==> config.mk <==
export PLATFORM = sky130hd
export DESIGN_NAME = dcache_uncache_resp
export DESIGN_NICKNAME = d
export VERILOG_FILES = /design/src/rtl/dcache_pkg.sv /design/src/rtl/dcache_uc_wbuf.sv /design/src/rtl/dcache_uncache_resp.sv
export SDC_FILE = /design/constraint.sdc
export NUM_CORES = 1
export LEC_CHECK = 0
export BUFFER_PORTS_ARGS = -buffer_cell sky130_fd_sc_hd__buf_2
export CAP_MARGIN = 0
export CORE_ASPECT_RATIO = 0.75
export CORE_UTILIZATION = 30
export DETAILED_ROUTE_END_ITERATION = 8
export SKIP_CTS_REPAIR_TIMING = 1
export SLEW_MARGIN = 10
export SYNTH_ARGS = -nofsm -noshare
export SYNTH_HDL_FRONTEND = slang
export SYNTH_HIERARCHICAL = 1
export SYNTH_SLANG_ARGS = --single-unit
==> constraint.sdc <==
create_clock -name clk -period 2 [get_ports clk]
set_input_delay 0.1 -clock clk [delete_from_list [all_inputs] [get_ports clk]]
set_output_delay 0.1 -clock clk [all_outputs]
set_load 0.05 [all_outputs]
==> src/rtl/dcache_pkg.sv <==
// rtl/dcache_pkg.sv - shared encodings for the uncached data-cache responder
package dcache_pkg;

  typedef enum logic [2:0] {
    MAIN_IDLE    = 3'd0,
    MAIN_RD_REQ  = 3'd1,
    MAIN_RD_WAIT = 3'd2,
    MAIN_RD_RESP = 3'd3,
    MAIN_WR_RESP = 3'd4
  } main_state_e;

  typedef enum logic {
    WB_IDLE = 1'b0,
    WB_REQ  = 1'b1
  } wb_state_e;

  localparam logic [2:0] TYPE_WORD = 3'b010;
  localparam logic       OP_LOAD   = 1'b0;
  localparam logic       OP_STORE  = 1'b1;

endpackage

==> src/rtl/dcache_uc_wbuf.sv <==
// rtl/dcache_uc_wbuf.sv - one-entry store buffer driving the bridge write channel
module dcache_uc_wbuf
  import dcache_pkg::*;
#(
  parameter int ADDR_W = 32
) (
  input  logic              clk,
  input  logic              resetn,
  input  logic              load_en,
  input  logic [ADDR_W-1:0] load_addr,
  input  logic [3:0]        load_wstrb,
  input  logic [31:0]       load_wdata,
  output logic              wb_idle,
  output logic              wr_req,
  output logic [2:0]        wr_type,
  output logic [ADDR_W-1:0] wr_addr,
  output logic [3:0]        wr_wstrb,
  output logic [31:0]       wr_data,
  input  logic              wr_rdy
);

  wb_state_e         wb_q, wb_d;
  logic [ADDR_W-1:0] addr_q, addr_d;
  logic [3:0]        wstrb_q, wstrb_d;
  logic [31:0]       wdata_q, wdata_d;

  // Entry is only loaded while idle, so the payload stays frozen during WB_REQ.
  // A zero-strobe store is recorded but never sent to the bridge.
  always_comb begin
    wb_d    = wb_q;
    addr_d  = addr_q;
    wstrb_d = wstrb_q;
    wdata_d = wdata_q;
    unique case (wb_q)
      WB_IDLE: begin
        if (load_en) begin
          addr_d  = load_addr;
          wstrb_d = load_wstrb;
          wdata_d = load_wdata;
          if (load_wstrb != 4'b0000) begin
            wb_d = WB_REQ;
          end
        end
      end
      WB_REQ: begin
        if (wr_rdy) begin
          wb_d = WB_IDLE;
        end
      end
      default: wb_d = WB_IDLE;
    endcase
  end

  // Buffer state and payload registers.
  always_ff @(posedge clk or negedge resetn) begin
    if (!resetn) begin
      wb_q    <= WB_IDLE;
      addr_q  <= '0;
      wstrb_q <= '0;
      wdata_q <= '0;
    end else begin
      wb_q    <= wb_d;
      addr_q  <= addr_d;
      wstrb_q <= wstrb_d;
      wdata_q <= wdata_d;
    end
  end

  assign wb_idle  = (wb_q == WB_IDLE);
  assign wr_req   = (wb_q == WB_REQ);
  assign wr_type  = TYPE_WORD;
  assign wr_addr  = addr_q;
  assign wr_wstrb = wstrb_q;
  assign wr_data  = wdata_q;

endmodule

==> src/rtl/dcache_uncache_resp.sv <==
// rtl/dcache_uncache_resp.sv - uncached load/store responder for the data-cache port
module dcache_uncache_resp
  import dcache_pkg::*;
#(
  parameter int ADDR_W = 32
) (
  input  logic              clk,
  input  logic              resetn,
  input  logic              valid,
  input  logic              op,
  input  logic [7:0]        index,
  input  logic [19:0]       tag,
  input  logic [3:0]        offset,
  input  logic [3:0]        wstrb,
  input  logic [31:0]       wdata,
  output logic              addr_ok,
  output logic              data_ok,
  output logic [31:0]       rdata,
  output logic              rd_req,
  output logic [2:0]        rd_type,
  output logic [ADDR_W-1:0] rd_addr,
  input  logic              rd_rdy,
  input  logic              ret_valid,
  input  logic              ret_last,
  input  logic [31:0]       ret_data,
  output logic              wr_req,
  output logic [2:0]        wr_type,
  output logic [ADDR_W-1:0] wr_addr,
  output logic [3:0]        wr_wstrb,
  output logic [31:0]       wr_data,
  input  logic              wr_rdy
);

  main_state_e       main_q, main_d;
  logic [ADDR_W-1:0] addr_q, addr_d;
  logic [31:0]       rdata_q, rdata_d;
  logic              data_ok_q, data_ok_d;
  logic              rd_req_q, rd_req_d;

  logic              wb_idle;
  logic              accept;
  logic              store_accept;
  logic [ADDR_W-1:0] req_addr;

  // A pending buffered store blocks all new requests, so loads never pass stores.
  assign addr_ok      = (main_q == MAIN_IDLE) && wb_idle;
  assign accept       = valid && addr_ok;
  assign store_accept = accept && (op == OP_STORE);
  assign req_addr     = {tag, index, offset};

  // Main FSM next state; data_ok and rd_req are registered alongside the state.
  always_comb begin
    main_d    = main_q;
    addr_d    = addr_q;
    rdata_d   = rdata_q;
    data_ok_d = 1'b0;
    rd_req_d  = rd_req_q;
    unique case (main_q)
      MAIN_IDLE: begin
        if (accept) begin
          addr_d = req_addr;
          if (op == OP_LOAD) begin
            main_d   = MAIN_RD_REQ;
            rd_req_d = 1'b1;
          end else begin
            main_d    = MAIN_WR_RESP;
            data_ok_d = 1'b1;
          end
        end
      end
      MAIN_RD_REQ: begin
        if (rd_rdy) begin
          main_d   = MAIN_RD_WAIT;
          rd_req_d = 1'b0;
        end
      end
      MAIN_RD_WAIT: begin
        if (ret_valid) begin
          rdata_d = ret_data;
          if (ret_last) begin
            main_d    = MAIN_RD_RESP;
            data_ok_d = 1'b1;
          end
        end
      end
      MAIN_RD_RESP: main_d = MAIN_IDLE;
      MAIN_WR_RESP: main_d = MAIN_IDLE;
      default: begin
        main_d   = MAIN_IDLE;
        rd_req_d = 1'b0;
      end
    endcase
  end

  // Main FSM state, address latch and load-data register.
  always_ff @(posedge clk or negedge resetn) begin
    if (!resetn) begin
      main_q    <= MAIN_IDLE;
      addr_q    <= '0;
      rdata_q   <= '0;
      data_ok_q <= 1'b0;
      rd_req_q  <= 1'b0;
    end else begin
      main_q    <= main_d;
      addr_q    <= addr_d;
      rdata_q   <= rdata_d;
      data_ok_q <= data_ok_d;
      rd_req_q  <= rd_req_d;
    end
  end

  assign data_ok = data_ok_q;
  assign rdata   = rdata_q;
  assign rd_req  = rd_req_q;
  assign rd_type = TYPE_WORD;
  assign rd_addr = addr_q;

  dcache_uc_wbuf #(
    .ADDR_W (ADDR_W)
  ) u_wbuf (
    .clk        (clk),
    .resetn     (resetn),
    .load_en    (store_accept),
    .load_addr  (req_addr),
    .load_wstrb (wstrb),
    .load_wdata (wdata),
    .wb_idle    (wb_idle),
    .wr_req     (wr_req),
    .wr_type    (wr_type),
    .wr_addr    (wr_addr),
    .wr_wstrb   (wr_wstrb),
    .wr_data    (wr_data),
    .wr_rdy     (wr_rdy)
  );

endmodule

Word level (Yosys, flattened, before mapping)
Cells that the tools add are included.
{"block": "totals", "out_inout_bits": 142, "elab_cells": 50, "input_bits": 108, "ff_bits": 138}
{"block": "classes", "reduce_logical": 11, "mux": 19, "bitwise": 2, "eq_ne": 9}
{"cell": "$mux 3", "count": 5}
{"cell": "$mux 1", "count": 10}
{"cell": "$ne 2x2->1 const B", "count": 5}
{"cell": "$pmux 3 s3", "count": 1}
{"cell": "$reduce_and 4->1", "count": 2}
{"cell": "$eq 3x2->1 const B", "count": 2}
{"cell": "$reduce_and 2->1", "count": 3}
{"cell": "$pmux 1 s2", "count": 2}
{"cell": "$reduce_bool 4->1", "count": 1}
{"cell": "$eq 3x1->1 const B", "count": 1}
{"cell": "$eq 3x3->1 const B", "count": 1}
{"cell": "$logic_and 1x1->1", "count": 3}
{"cell": "$logic_not 3->1", "count": 1}
{"cell": "$pmux 1 s3", "count": 1}
{"cell": "$reduce_or 3->1", "count": 1}
{"cell": "$not 1->1", "count": 2}

Longest topological paths before layout
{"block": "logic_depth", "depth_word": 6, "ltp_mapped": 10, "ltp_nobuf": 6}

Modules after synthesis
The synthesis kept the hierarchy.
{"module": "dcache_uncache_resp", "area_per_inst_um2": 2836.5, "cells_each": 170, "instances": 1, "seq_area_each_um2": 1726.7}
{"module": "dcache_uc_wbuf", "area_per_inst_um2": 2641.3, "cells_each": 154, "instances": 1, "seq_area_each_um2": 1726.7}

Worst setup path before layout
OpenSTA, ideal clock, no wires.
{"block": "synth_path", "path_kind": "register to register", "start": "register u_wbuf.wb_q (netlist: u_wbuf/wr_req)", "end": "register u_wbuf.addr_q[16] (netlist: u_wbuf/wr_addr[16])", "arrival_ns": 2.686, "setup_slack_ns": -0.812, "stages_incl_launch_ff": 11, "cell_sequence": "dfrtp_1 -> inv_1 -> nor4b_4 -> nand2_4 -> buf_6 -> nor2_1 -> nor2b_1 -> buf_6 -> buf_6 -> buf_6 -> mux2_4"}
{"block": "synth_via", "elab_chain_len": 5}
{"item": "start: declaration", "line": "dcache_uc_wbuf.sv:22", "source": "wb_state_e wb_q, wb_d;"}
{"item": "start signal: assignment", "line": "dcache_uc_wbuf.sv:62", "source": "wb_q <= wb_d;"}
{"item": "$not 1->1 (no line)"}
{"item": "via wb_idle", "line": "dcache_uncache_resp.sv:40", "source": "logic wb_idle;"}
{"item": "$logic_and 1x1->1", "line": "dcache_uncache_resp.sv:46", "source": "assign addr_ok = (main_q == MAIN_IDLE) && wb_idle;"}
{"item": "via addr_ok", "line": "dcache_uncache_resp.sv:16", "source": "output logic addr_ok,"}
{"item": "$logic_and 1x1->1", "line": "dcache_uncache_resp.sv:47", "source": "assign accept = valid && addr_ok;"}
{"item": "$logic_and 1x1->1", "line": "dcache_uncache_resp.sv:48", "source": "assign store_accept = accept && (op == OP_STORE);"}
{"item": "via store_accept", "line": "dcache_uncache_resp.sv:42", "source": "logic store_accept;"}
{"item": "$reduce_and 2->1 (no line)"}
{"item": "end signal: assignment", "line": "dcache_uc_wbuf.sv:63", "source": "addr_q <= addr_d;"}
{"item": "end: declaration", "line": "dcache_uc_wbuf.sv:23", "source": "logic [ADDR_W-1:0] addr_q, addr_d;"}
The timed path passes the listed nets, and every way through them passes these cells.
A chain may end at the register's enable or synchronous reset.

Worst setup path in the final report
{"block": "layout_path", "start": "register main_q[2]", "end": "register u_wbuf.wdata_q[17] (netlist: u_wbuf/wr_data[17])"}
{"block": "layout_via", "elab_chain_len": 5}
{"item": "start: declaration", "line": "dcache_uncache_resp.sv:34", "source": "main_state_e main_q, main_d;"}
{"item": "start signal: assignment", "line": "dcache_uncache_resp.sv:104", "source": "main_q <= main_d;"}
{"item": "$logic_not 3->1", "line": "dcache_uncache_resp.sv:46"}
{"item": "$logic_and 1x1->1", "line": "dcache_uncache_resp.sv:46"}
{"item": "$logic_and 1x1->1", "line": "dcache_uncache_resp.sv:47"}
{"item": "$logic_and 1x1->1", "line": "dcache_uncache_resp.sv:48"}
{"item": "via store_accept", "line": "dcache_uncache_resp.sv:42"}
{"item": "$reduce_and 2->1 (no line)"}
{"item": "end signal: assignment", "line": "dcache_uc_wbuf.sv:65", "source": "wdata_q <= wdata_d;"}
{"item": "end: declaration", "line": "dcache_uc_wbuf.sv:25", "source": "logic [31:0] wdata_q, wdata_d;"}
The timed path passes the listed nets, and every way through them passes these cells.

==> tab_implementation.tex <==
\begin{tabular}{lr}
\hline
Metric & Value \\
\hline
\multicolumn{2}{l}{\textbf{Clock network}} \\
CTS tree & done \\
Insertion delay to the later sink of the worst-skew pair & 0.41 ns \\
Number of buffers on the longest clock path & 2 \\
Sinks on the clock net & 138 \\
Num CTS Buffers & 17 \\
Number of levels the H-tree was split into & 4 \\
CTS Root Buffer Type & sky130\_fd\_sc\_hd\_\_clkbuf\_16 \\
Clock slew seen by the registers of the worst setup and hold paths & 0.06 ns \\
\multicolumn{2}{l}{\textbf{Min path}} \\
Hold Crit Class & in2reg \\
Cell depth of the worst hold path & 3 \\
Hold Crit Endpoint & main\_q[2] \\
Worst hold path startpoint & op \\
\multicolumn{2}{l}{\textbf{Yosys}} \\
Leading cell types by total area after synthesis & sky130\_fd\_sc\_hd\_\_dfrtp\_1 63\%, sky130\_fd\_sc\_hd\_\_mux2\_2 20\%, sky130\_fd\_sc\_hd\_\_mux2\_4 9.9\%, sky130\_fd\_sc\_hd\_\_buf\_6 2.1\%, sky130\_fd\_sc\_hd\_\_buf\_4 0.82\% \\
Total standard cell area after synthesis & 5480 um2 \\
Warning count from the yosys run & 6 \\
Distinct cell type count after synthesis & 26 \\
Sequential cell area fraction in the yosys report & 63.0\% \\
Area share of the largest cell type after synthesis & 63.0\% \\
Synthesized instance count & 324 \\
Number of register bits inferred by synthesis & 138 \\
Average size of a mapped cell & 16.9 um2 \\
Cell taking the most area after synthesis & sky130\_fd\_sc\_hd\_\_dfrtp\_1 \\
\multicolumn{2}{l}{\textbf{Layout}} \\
Total Nets Final & 804 \\
Area Overhead vs Synth & 60.7\% \\
Storage cell area & 3450 um2 \\
\# diodes & 0 \\
Utilization of the core after routing & 49.5\% \\
Area used by multi-input combinational logic & 1840 um2 \\
FILL cells & 1554 \\
Fraction of layout instances using a drive strength above 1 & 62.0\% \\
\multicolumn{2}{l}{\textbf{Global route}} \\
Global route total overflow & 0 \\
Antenna violations before repair & 0 \\
Via count of the first global-routing pass & 3849 \\
Wire length of the first global-routing pass & 19700 um \\
Largest net degree at the start of global routing & 69 \\
Overall global routing resource usage & 13.6\% \\
\multicolumn{2}{l}{\textbf{Timing}} \\
Setup TNS & 0 ns \\
Period utilisation layout & 94.7\% \\
Worst clock skew & 0.00572 ns \\
Setup-failing EPs final & 0 \\
Hold Vio Cnt, Final & 0 \\
Tightest slew margin relative to the limit & 56.5\% \\
Peak Freq & 528 MHz \\
Worst slack on hold paths & 0.00659 ns \\
Min cycle time layout & 1.89 ns \\
Number of max-slew violations in the final report & 0 \\
Tightest Pin Transition & 0.653 ns \\
\multicolumn{2}{l}{\textbf{Placement}} \\
Sum of net half-perimeters after detailed placement & 8890 um \\
\# port buffers & 243 \\
Final GP Congestion & 0.741 \\
\multicolumn{2}{l}{\textbf{Routing}} \\
Routed wire per std cell & 14.3 um \\
Count of nets left with antenna violations after detail routing & 0 \\
Routed via count & 4037 \\
Number of remaining DRC errors & 0 \\
Mean number of vias per cell & 4.25 \\
DRT iter0 DRCs & 82 \\
Drt total wl & 13600 um \\
Drt first pass iters & 4 \\
\multicolumn{2}{l}{\textbf{Floorplanning}} \\
DIE HEIGHT & 119 um \\
CORE AREA & 17800 um2 \\
Row cnt & 42 \\
Area of the die & 18800 um2 \\
Starting utilization of the core area & 30.8\% \\
I/O pin total & 250 \\
Die extent in x & 158 um \\
\multicolumn{2}{l}{\textbf{Worst setup path}} \\
Data required time of the worst path & 2.28 ns \\
CP startpoint kind & flip-flop \\
Startpoint-to-endpoint class of the critical path & reg2reg \\
Kind of end point of the critical path & flip-flop \\
Startpoint of the worst register-to-register path & main\_q[2] \\
Arrival time of data at the critical path endpoint & 2.18 ns \\
Critical-path maximum fanout & 21 \\
Worst R2R Setup Slack & 0.11 ns \\
R2r worst-path depth & 7 \\
Worst r2r dst & u\_wbuf/wr\_data[17] \\
\multicolumn{2}{l}{\textbf{Run}} \\
Max-cap violation count & 0 \\
\multicolumn{2}{l}{\textbf{Run status}} \\
Outcome & complete, no violations \\
\hline
\end{tabular}
==> synth_stat cells <==
| cell type | number |
|---|---|
| sky130_fd_sc_hd__a211o_1 | 1 |
| sky130_fd_sc_hd__a211oi_1 | 1 |
| sky130_fd_sc_hd__a21oi_1 | 2 |
| sky130_fd_sc_hd__a31oi_1 | 1 |
| sky130_fd_sc_hd__and2_1 | 1 |
| sky130_fd_sc_hd__and3b_1 | 1 |
| sky130_fd_sc_hd__and4bb_2 | 1 |
| sky130_fd_sc_hd__buf_2 | 7 |
| sky130_fd_sc_hd__buf_4 | 6 |
| sky130_fd_sc_hd__buf_6 | 10 |
| sky130_fd_sc_hd__conb_1 | 4 |
| sky130_fd_sc_hd__dfrtp_1 | 138 |
| sky130_fd_sc_hd__inv_1 | 2 |
| sky130_fd_sc_hd__mux2_2 | 96 |
| sky130_fd_sc_hd__mux2_4 | 36 |
| sky130_fd_sc_hd__nand2_1 | 2 |
| sky130_fd_sc_hd__nand2_4 | 1 |
| sky130_fd_sc_hd__nand2b_1 | 1 |
| sky130_fd_sc_hd__nand3b_1 | 2 |
| sky130_fd_sc_hd__nor2_1 | 3 |
| sky130_fd_sc_hd__nor2b_1 | 1 |
| sky130_fd_sc_hd__nor4b_4 | 1 |
| sky130_fd_sc_hd__o21ai_0 | 1 |
| sky130_fd_sc_hd__o2bb2ai_1 | 2 |
| sky130_fd_sc_hd__o41ai_1 | 1 |
| sky130_fd_sc_hd__or4_1 | 2 |
==> state kept, by name, indices dropped and copies added, names as in the netlist <==
register         cells
data_ok              1
main_q               3
u_wbuf/wr_data      32
u_wbuf/wr_req        1
rd_req               1
rd_addr             32
u_wbuf/wr_addr      32
rdata               32
u_wbuf/wr_wstrb      4
==> cell usage in the layout, fill, tap and decap left out, types with 2 or more instances in the layout <==
| cell | count |
|---|---|
| sky130_fd_sc_hd__buf_2 | 242 |
| sky130_fd_sc_hd__dfrtp_1 | 137 |
| sky130_fd_sc_hd__dlygate4sd3_1 | 104 |
| sky130_fd_sc_hd__mux2_2 | 95 |
| sky130_fd_sc_hd__mux2_4 | 37 |
| sky130_fd_sc_hd__buf_4 | 23 |
| sky130_fd_sc_hd__clkbuf_16 | 17 |
| sky130_fd_sc_hd__conb_1 | 6 |
| sky130_fd_sc_hd__bufinv_16 | 5 |
| sky130_fd_sc_hd__clkbuf_8 | 4 |
| sky130_fd_sc_hd__nor2_1 | 3 |
| sky130_fd_sc_hd__clkinv_4 | 3 |
| sky130_fd_sc_hd__buf_12 | 3 |
| sky130_fd_sc_hd__nand2_1 | 2 |
| sky130_fd_sc_hd__nand3b_1 | 2 |
| sky130_fd_sc_hd__a21oi_1 | 2 |
| sky130_fd_sc_hd__o2bb2ai_1 | 2 |
| sky130_fd_sc_hd__or4_1 | 2 |
==> critical path: stages (launching register included) <==
cell and delay, ns:
sky130_fd_sc_hd__dfrtp_1 0.40, sky130_fd_sc_hd__nor4b_4 0.36, sky130_fd_sc_hd__nand2_4 0.07, sky130_fd_sc_hd__nor2_1 0.09, sky130_fd_sc_hd__nor2b_4 0.16, sky130_fd_sc_hd__buf_12 0.16
sky130_fd_sc_hd__buf_16 0.17, sky130_fd_sc_hd__mux2_2 0.35
==> final cells by class <==
type,count,area share [%]
Sequential cell,138,39.3
Timing Repair Buffer,374,28.7
Multi-Input combinational cell,163,20.9
Clock buffer,21,5.46
Tap cell,242,3.44
Clock inverter,10,2.15
Inverter,2,0.0853
==> layer usage <==
metal / share of wire [%] / vias to the layer above / track usage [%]
li1: - / 1873 / -
met1: 42 / 2015 / 17.0
met2: 50 / 134 / 21.3
met3: 6.8 / 15 / 5.13
met4: 1.3 / 0 / 4.87
met5: 0 / - / 0
==> stage by stage <==
step	instances	instance area (um2)	setup slack, ns
6_report	950	8800	0.106
5_1_grt	950	8800	-0.000233
4_1_cts	837	7680	0.0675
3_5_place_dp	806	7020	0.0760
3_3_place_gp	806	7020	0.119
2_1_floorplan	326	5500	-0.668
==> cell families after synthesis <==
group	synth area share [%]
and+or+nand+nor	2.26
muxes	29.6
buffers and inverters	3.65
other	0.274
DFF	63.0
AOI/OAI and AO/OA	1.17
==> worst max-delay path by stage <==
stage                        from                 end  slack (ns)
CTS                     main_q[2]  u_wbuf/wr_data[17]        0.07
floorplan           u_wbuf/wr_req  u_wbuf/wr_addr[16]       -0.67
detailed placement      main_q[2]  u_wbuf/wr_data[17]        0.08
global placement        main_q[2]  u_wbuf/wr_data[27]        0.12
global route        u_wbuf/wr_req  u_wbuf/wr_data[30]     -0.0002
finish                  main_q[2]  u_wbuf/wr_data[17]        0.11
Power is left out: the tool's default activity adds up to more than one toggle a clock period on the data nets, which glitch-free logic cannot reach.
